<file path="config.mk">
export PLATFORM = sky130hd
export DESIGN_NAME = lock_sequencer_flat
export DESIGN_NICKNAME = d
export VERILOG_FILES = /design/src/rtl/lock_sequencer_if.sv /design/src/rtl/lock_sequencer.sv /design/src/flat_wrapper.sv
export SDC_FILE = /design/constraint.sdc
export NUM_CORES = 1
export LEC_CHECK = 0
export ABC_CLOCK_PERIOD_IN_PS = 1600
export CELL_PAD_IN_SITES_DETAIL_PLACEMENT = 1
export CELL_PAD_IN_SITES_GLOBAL_PLACEMENT = 2
export CORE_AREA = 2 2 54 56
export DETAILED_ROUTE_END_ITERATION = 7
export DIE_AREA = 0 0 56 58
export HOLD_SLACK_MARGIN = 0.05
export PLACE_DENSITY_LB_ADDON = 0.1
export SLEW_MARGIN = 20
export SYNTH_ARGS = -nofsm -noshare
export SYNTH_HDL_FRONTEND = slang
export SYNTH_SLANG_ARGS = --single-unit
</file>
<file path="constraint.sdc">
create_clock -name clk -period 1.6 [get_ports clk]
set_input_delay 0.48 -clock clk [delete_from_list [all_inputs] [get_ports clk]]
set_output_delay 0.48 -clock clk [all_outputs]
set_load 0.01 [all_outputs]
</file>
<file path="src/rtl/lock_sequencer_if.sv">
// ============================================================================
// Module      : lock_sequencer_if
// Description : Water-control command/status interface between the lock
//               sequencer (master) and the water controller (slave).
// Revision    : 1.0 - initial release
// ============================================================================
`default_nettype none

interface lock_sequencer_if;
    logic w_up;
    logic w_down;
    logic water_high;
    logic water_low;

    modport master (
        output w_up,
        output w_down,
        input  water_high,
        input  water_low
    );

    modport slave (
        input  w_up,
        input  w_down,
        output water_high,
        output water_low
    );
endinterface

`default_nettype wire

</file>
<file path="src/rtl/lock_sequencer.sv">
// ============================================================================
// Module      : lock_sequencer
// Description : Canal-lock master sequencer; opens gates for boats and issues
//               raise/lower commands to the water controller.
// Revision    : 1.0 - initial release
// ============================================================================
`default_nettype none

module lock_sequencer #(
    parameter int DWELL   = 20,
    parameter int TIMEOUT = 127
) (
    input  wire logic         clk,
    input  wire logic         reset,
    input  wire logic         arrive_lo,
    input  wire logic         arrive_hi,
    lock_sequencer_if.master  water,
    output logic              gate_lo_open,
    output logic              gate_hi_open,
    output logic              boat_aboard,
    output logic              at_high,
    output logic              fault
);

    localparam logic [3:0] ST_LO_IDLE    = 4'd0;
    localparam logic [3:0] ST_LO_OPEN    = 4'd1;
    localparam logic [3:0] ST_RAISE_CMD  = 4'd2;
    localparam logic [3:0] ST_RAISE_WAIT = 4'd3;
    localparam logic [3:0] ST_HI_IDLE    = 4'd4;
    localparam logic [3:0] ST_HI_OPEN    = 4'd5;
    localparam logic [3:0] ST_LOWER_CMD  = 4'd6;
    localparam logic [3:0] ST_LOWER_WAIT = 4'd7;
    localparam logic [3:0] ST_FAULT      = 4'd8;

    localparam logic [7:0] DWELL_LAST   = 8'(DWELL - 1);
    localparam logic [7:0] TIMEOUT_LAST = 8'(TIMEOUT - 1);

    logic [3:0] state;
    logic [3:0] state_next;
    logic [7:0] timer;
    logic [7:0] timer_next;
    logic       cargo;
    logic       cargo_next;

    always_ff @(posedge clk or posedge reset) begin
        if (reset) begin
            state <= ST_LO_IDLE;
            timer <= 8'd0;
            cargo <= 1'b0;
        end else begin
            state <= state_next;
            timer <= timer_next;
            cargo <= cargo_next;
        end
    end

    // Timer only advances while dwelling or waiting; any transition clears it.
    always_comb begin
        state_next = state;
        timer_next = 8'd0;
        cargo_next = cargo;
        case (state)
            ST_LO_IDLE: begin
                if (arrive_lo)      state_next = ST_LO_OPEN;
                else if (arrive_hi) state_next = ST_RAISE_CMD;
            end
            ST_LO_OPEN: begin
                if (timer == DWELL_LAST) begin
                    cargo_next = ~cargo;
                    state_next = cargo ? ST_LO_IDLE : ST_RAISE_CMD;
                end else begin
                    timer_next = timer + 8'd1;
                end
            end
            ST_RAISE_CMD: state_next = ST_RAISE_WAIT;
            ST_RAISE_WAIT: begin
                if (water.water_high)           state_next = ST_HI_OPEN;
                else if (timer == TIMEOUT_LAST) state_next = ST_FAULT;
                else                            timer_next = timer + 8'd1;
            end
            ST_HI_IDLE: begin
                if (arrive_hi)      state_next = ST_HI_OPEN;
                else if (arrive_lo) state_next = ST_LOWER_CMD;
            end
            ST_HI_OPEN: begin
                if (timer == DWELL_LAST) begin
                    cargo_next = ~cargo;
                    state_next = cargo ? ST_HI_IDLE : ST_LOWER_CMD;
                end else begin
                    timer_next = timer + 8'd1;
                end
            end
            ST_LOWER_CMD: state_next = ST_LOWER_WAIT;
            ST_LOWER_WAIT: begin
                if (water.water_low)            state_next = ST_LO_OPEN;
                else if (timer == TIMEOUT_LAST) state_next = ST_FAULT;
                else                            timer_next = timer + 8'd1;
            end
            ST_FAULT: state_next = ST_FAULT;
            default:  state_next = ST_LO_IDLE;
        endcase
    end

    always_comb begin
        water.w_up   = 1'b0;
        water.w_down = 1'b0;
        gate_lo_open = 1'b0;
        gate_hi_open = 1'b0;
        at_high      = 1'b0;
        fault        = 1'b0;
        boat_aboard  = cargo;
        case (state)
            ST_LO_OPEN:   gate_lo_open = 1'b1;
            ST_RAISE_CMD: water.w_up   = 1'b1;
            ST_HI_IDLE:   at_high      = 1'b1;
            ST_HI_OPEN: begin
                gate_hi_open = 1'b1;
                at_high      = 1'b1;
            end
            ST_LOWER_CMD: begin
                water.w_down = 1'b1;
                at_high      = 1'b1;
            end
            ST_FAULT:     fault        = 1'b1;
            default: ;
        endcase
    end

endmodule

`default_nettype wire

</file>
<file path="src/flat_wrapper.sv">
// flat-port wrapper written by rule: the top's interface ports become plain ports
module lock_sequencer_flat 
#(
    parameter int DWELL   = 20,
    parameter int TIMEOUT = 127
)
  (clk, reset, arrive_lo, arrive_hi, gate_lo_open, gate_hi_open, boat_aboard, at_high, fault, water_w_up, water_w_down, water_water_high, water_water_low);
  lock_sequencer_if water_i ();
  input  wire logic clk;
  input  wire logic reset;
  input  wire logic arrive_lo;
  input  wire logic arrive_hi;
  output logic gate_lo_open;
  output logic gate_hi_open;
  output logic boat_aboard;
  output logic at_high;
  output logic fault;
  output wire logic [$bits(water_i.w_up)-1:0] water_w_up;
  output wire logic [$bits(water_i.w_down)-1:0] water_w_down;
  input wire logic [$bits(water_i.water_high)-1:0] water_water_high;
  input wire logic [$bits(water_i.water_low)-1:0] water_water_low;
  assign water_w_up = water_i.w_up;
  assign water_w_down = water_i.w_down;
  assign water_i.water_high = water_water_high;
  assign water_i.water_low = water_water_low;
  lock_sequencer #(.DWELL(DWELL), .TIMEOUT(TIMEOUT)) u_core (.clk(clk), .reset(reset), .arrive_lo(arrive_lo), .arrive_hi(arrive_hi), .water(water_i), .gate_lo_open(gate_lo_open), .gate_hi_open(gate_hi_open), .boat_aboard(boat_aboard), .at_high(at_high), .fault(fault));
endmodule
</file>
After elaboration in Yosys (flattened, before gate mapping)
Cells that the tools add are included.
{"block": "word_totals", "reg_bits": 13, "input_bits": 6, "out_inout_bits": 7, "word_cells": 47}
{"block": "op_classes", "addsub": 1, "eq_ne": 14, "mux": 23, "n_bitwise": 1, "reduce_logical": 5}
{"op": "4-bit two-way mux", "n": 9}
{"op": "4-bit case mux with 9 select lines", "n": 1}
{"op": "8-bit two-way mux", "n": 4}
{"op": "8-bit case mux with 3 select lines", "n": 1}
{"op": "4-bit by 3-bit == test with 1-bit output, second input constant", "n": 4}
{"op": "8-bit by 1-bit adder with 8-bit output, second input constant", "n": 1}
{"op": "4-bit by 2-bit == test with 1-bit output, second input constant", "n": 2}
{"op": "8-bit by 5-bit == test with 1-bit output, second input constant", "n": 1}
{"op": "8-bit by 7-bit == test with 1-bit output, second input constant", "n": 1}
{"op": "1-bit two-way mux", "n": 6}
{"op": "3-bit != test, second input constant", "n": 2}
{"op": "4-bit by 1-bit == test with 1-bit output, second input constant", "n": 1}
{"op": "4-bit == test, second input constant", "n": 1}
{"op": "4-bit zero test", "n": 1}
{"op": "2-bit two-way mux", "n": 2}
{"op": "2-bit by 1-bit != test with 1-bit output, second input constant", "n": 2}
{"op": "4-bit AND reduction", "n": 1}
{"op": "3-bit OR reduction", "n": 1}
{"op": "2-bit AND reduction", "n": 1}
{"op": "2-bit OR reduction", "n": 1}
{"op": "1-bit NOT", "n": 1}

Depth between registers and ports, before layout
{"block": "depth", "depth_word": 4, "ltp_mapped": 5}

Worst setup path before layout
OpenSTA, ideal clock, no wires.
{"block": "synth_path", "path_kind": "register to output", "from": "register u_core.state[1]", "to": "output gate_lo_open", "arrival_ns": 1.068, "path_slack_ns": 0.052, "path_stages_with_launch": 4, "n_path_buf": 1, "path_cell_list": "dfrtp_1 buf_4 or3b_1 nor2_1"}
{"block": "synth_via", "elab_chain_cells": 2}
{"element": "start: declaration", "line_no": "lock_sequencer.sv:38", "source": "logic [3:0] state;"}
{"element": "start signal: assignment", "line_no": "lock_sequencer.sv:51", "source": "state <= state_next;"}
{"element": "4-bit by 1-bit == test with 1-bit output", "line_no": "lock_sequencer.sv:112", "source": "case (state)"}
{"element": "1-bit two-way mux", "line_no": "lock_sequencer.sv:112"}
{"element": "end: declaration", "line_no": "flat_wrapper.sv:13", "source": "output logic gate_lo_open;"}
No other way between the ends.

Worst setup path in the final report
{"block": "layout_path", "from": "register u_core.state[3]", "to": "output gate_lo_open"}
The elaborated chain is that of the path after synthesis.

==> results.txt <==
----------------------------------------------------
[STA]
  Max frequency ... about 0.55 GHz
  Worst clock skew ... around 0.0047 ns
  Final setup fails ... 14
  RSZ-0062 raised after global routing ... true
  Final worst-path cycle share ... 114%
  Total count of hold-check failures in the final report ... 0
  Worst hold-check slack ... around 0.49 ns
  Min cycle time layout ... roughly 1.8 ns
  Final setup margin ... -0.231 ns
  Slew HR ... between 70% and 80%
  Pins over their slew limit ... 0
  Pin slew with the least headroom to its limit ... around 0.39 ns

[Global route]
  Maximum number of pins on one net before global-route repair ... 14
  Aggregate global routing overflow ... 0
  Initial antenna violation count ... 0
  Total routing usage reported by global routing ... ~15%
  First-pass GRT wire length ... around 3900 um
  Via count of the first global-routing pass ... between 800 and 900

[Critical path]
  End of the worst register-to-register path ... u_core.timer[7]
  Maximum fanout encountered on the critical timing path ... 3
  Setup crit start ... u_core.state[3]
  Reg-to-reg critical path startpoint ... u_core.state[3]
  Arrival time at the worst endpoint ... between 1 and 1.5 ns
  Number of cells on the worst reg-to-reg path ... 7
  Capturing element type of the critical path ... output pin
  R2R Setup Slk ... -0.08 ns
  Critical path class ... register to output pin
  Required time worst endpoint ... between 1 and 1.5 ns
  Element type at the critical path start ... register

[Floorplanning]
  Die Wd ... about 56 um
  Initial core utilization ... 30.4%
  Number of ports placed on the die boundary ... 13
  Y dimension of the die ... about 58 um
  Number of rows created at floorplan ... 19
  Die ar. ... approximately 0.0032 sq mm
  Core area ... ~0.0027 sq mm

[Cells and area]
  Multi-input gate area in the final layout ... around 560 sq um
  Count of inserted antenna diode cells ... 0
  Count of fill cells added during filler insertion ... 305
  Fraction of final layout cells with drive strength greater than 1 ... around 54%
  Signed area change from the synthesized netlist to the final layout ... 64.1%
  Post-layout nets ... ~140
  Final standard cell area without fillers ... between 0.001 and 0.0015 sq mm
  Final core utilization ... approximately half
  Register area ... 329 sq um

[Power and ir drop]
  Portion of total power attributed to sequential cells ... a little over a quarter
  Sw Share ... 38.0%
  Combinational share of power ... a little under two thirds
  Internal power ... 1210 uW
  Worst IR drop on VDD ... around 0.85 mV
  Ratio of total power to cell area ... 1470 mW/mm^2
  Net switching component of the power ... 742 uW
  Relative contribution of the clock network to total power ... between 10% and 20%
  P_leak ... between 0.0006 and 0.0007 uW

[Placement]
  Pre-CTS setup slack ... -0.320 ns
  Area after detailed placement ... ~0.0011 sq mm
  Port Buffer Count ... 12
  GPL Wtd Cong ... approximately 0.75
  DP Wirelength ... about 1600 um

[Clock tree]
  Clock tree from TritonCTS ... yes
  Number of buffers created by CTS ... 3
  H-tree depth ... 1
  Clock-pin slew on the worst setup and hold paths ... approximately 0.08 ns
  Maximum count of clock buffers along a single path ... 2
  # clock sinks ... 13
  Latest clock arrival within the worst-skew pair ... 0.27 ns
  CTS root buffer ... sky130_fd_sc_hd__clkbuf_4

[Yosys]
  Net count after synthesis ... 90
  Fraction of the yosys area taken by sequential cells ... 40.2%
  Number of cells produced by synthesis ... 82
  Summed instance area of the synthesized netlist ... slightly above 800 sq um
  Synthesized flop and latch total ... 13
  Yosys warning count ... 0
  Average cell area after synthesis ... between 9 and 10 sq um
  Count of distinct cell types in the synthesized netlist ... 35

[Drt]
  Detail-routed net length per standard cell ... around 14 um
  Remaining antenna violation count ... 0
  Number of iterations in the first detailed-routing pass ... 2
  1st-iter DRT viols ... 4
  Routed vias ... a little under 800
  Total routed wirelength ... approximately 2200 um
  Number of vias per cell ... ~5
  DRC viols ... 0

[Run status]
  Outcome ... complete, but fails checks
  Failing checks ... setup timing

[Job]
  Max capacitance violation total ... 0

[Worst hold path]
  Min-delay worst type ... input pin to async pin

----------------------------------------------------
cells in the mapped netlist:
library cell,instances,area (sq um)
sky130_fd_sc_hd__and3_1,3,18.8
sky130_fd_sc_hd__o21a_1,1,7.51
sky130_fd_sc_hd__a31oi_2,1,12.5
sky130_fd_sc_hd__buf_4,1,7.51
sky130_fd_sc_hd__nor2_1,13,48.8
sky130_fd_sc_hd__xor2_1,5,43.8
sky130_fd_sc_hd__o21ai_1,1,5.00
sky130_fd_sc_hd__and2_1,1,6.26
sky130_fd_sc_hd__mux2_2,1,11.3
sky130_fd_sc_hd__o211ai_1,1,7.51
sky130_fd_sc_hd__nor3b_1,1,7.51
sky130_fd_sc_hd__nand4b_4,1,23.8
sky130_fd_sc_hd__ha_1,2,25.0
sky130_fd_sc_hd__a31oi_1,1,6.26
sky130_fd_sc_hd__a21oi_1,1,5.00
sky130_fd_sc_hd__or3b_1,1,8.76
sky130_fd_sc_hd__nand2_2,1,6.26
sky130_fd_sc_hd__inv_1,4,15.0
sky130_fd_sc_hd__and4_4,1,11.3
sky130_fd_sc_hd__or3b_2,1,8.76
sky130_fd_sc_hd__a21oi_2,1,8.76
sky130_fd_sc_hd__a211o_1,1,8.76
sky130_fd_sc_hd__nor4_2,2,25.0
sky130_fd_sc_hd__a211oi_1,2,15.0
sky130_fd_sc_hd__a2111oi_4,1,27.5
sky130_fd_sc_hd__nand4_1,2,12.5
sky130_fd_sc_hd__dfrtp_1,13,325
sky130_fd_sc_hd__nor2b_1,3,18.8
sky130_fd_sc_hd__or4_1,1,7.51
sky130_fd_sc_hd__nand3_1,4,20.0
sky130_fd_sc_hd__nand2_1,4,15.0
sky130_fd_sc_hd__o21ai_0,2,10.0
sky130_fd_sc_hd__xnor2_1,2,17.5
sky130_fd_sc_hd__nand2b_1,1,6.26
sky130_fd_sc_hd__clkbuf_1,1,3.75
repair_timing:
action                     4_1_cts  5_1_grt
gates resized for setup         38       28
gates cloned                     0        0
pin swaps                        5        5
setup buffers                    8        1
setup endpoints to repair       16       18
hold buffers                     0        0
cells in the final DEF (no fill, tap or decap), types with 2 or more instances in the layout:
| master | count |
|---|---|
| sky130_fd_sc_hd__nor2b_1 | 2 |
| sky130_fd_sc_hd__nor2_4 | 5 |
| sky130_fd_sc_hd__and3_1 | 2 |
| sky130_fd_sc_hd__buf_4 | 21 |
| sky130_fd_sc_hd__xnor2_1 | 2 |
| sky130_fd_sc_hd__xor2_1 | 5 |
| sky130_fd_sc_hd__nor2_2 | 4 |
| sky130_fd_sc_hd__nand4_1 | 2 |
| sky130_fd_sc_hd__nor2_1 | 4 |
| sky130_fd_sc_hd__o21ai_1 | 2 |
| sky130_fd_sc_hd__nand3_1 | 4 |
| sky130_fd_sc_hd__clkbuf_4 | 3 |
| sky130_fd_sc_hd__ha_1 | 2 |
| sky130_fd_sc_hd__buf_6 | 10 |
| sky130_fd_sc_hd__dfrtp_2 | 3 |
| sky130_fd_sc_hd__inv_1 | 3 |
| sky130_fd_sc_hd__nor4_2 | 2 |
| sky130_fd_sc_hd__dfrtp_1 | 10 |
| sky130_fd_sc_hd__nand2_1 | 4 |
| sky130_fd_sc_hd__buf_2 | 5 |
| sky130_fd_sc_hd__clkdlybuf4s50_1 | 5 |
metal layers:
layer	track usage (%)	part of all wire (%)
met1	15.6	37
met2	31.3	59
met3	1.56	2.6
met4	7.14	1.1
met5	0	0
registers in the layout (all words and copies together), names as in the netlist:
register	cells
u_core.timer	8
u_core.boat_aboard	1
u_core.state	4
critical path, stage by stage, from the launching register on:
cell                      delay, ns
sky130_fd_sc_hd__dfrtp_2       0.43
sky130_fd_sc_hd__or3b_4        0.40
sky130_fd_sc_hd__nor2_1        0.11
sky130_fd_sc_hd__buf_2         0.14
how the worst max path moves through the flow:
stage                     slack (ns)           end
final                          -0.23  gate_lo_open
after global routing           -0.28  gate_lo_open
after CTS                      -0.22  gate_lo_open
after detailed placement       -0.32  gate_lo_open
after global placement         -0.30  gate_lo_open
after floorplan                 0.05  gate_lo_open
layout make-up:
| type | count | area share [%] |
|---|---|---|
| clock buffers | 4 | 1.98 |
| flip-flops and latches | 13 | 24.8 |
| multi-input cells | 63 | 42.3 |
| well taps | 31 | 2.92 |
| inverters | 4 | 1.32 |
| repair buffers | 42 | 26.7 |
power groups by stage:
stage / sequential (uW) / clock (uW) / combinational, uW
2_1_floorplan: 492 / 0 / 425
3_3_place_gp: 492 / 0 / 893
3_5_place_dp: 496 / 0 / 902
4_1_cts: 498 / 210 / 1030
5_1_grt: 521 / 225 / 1370
6_report: 507 / 201 / 1240
metrics by stage:
step           total power, uW  setup TNS (ns)  std cells
2_1_floorplan              917               0         82
3_3_place_gp              1380           -4.20        147
3_5_place_dp              1400           -4.81        147
4_1_cts                   1740           -1.21        159
5_1_grt                   2110           -2.36        157
6_report                  1950           -1.40        157
kinds of logic (layout without fill, tap and decap cells):
logic type,count (synthesis),count (layout),synth area share (%)
buffers and inverters,6,50,3.25
DFF,13,13,40.2
xor gates and xnor gates,7,7,7.59
and+or+nand+nor,40,40,30.3
adders and majority gates,2,2,3.10
AOI/OAI and AO/OA,13,13,14.1
muxes,1,1,1.39
No activity file was read; power rests on OpenSTA's default activity.
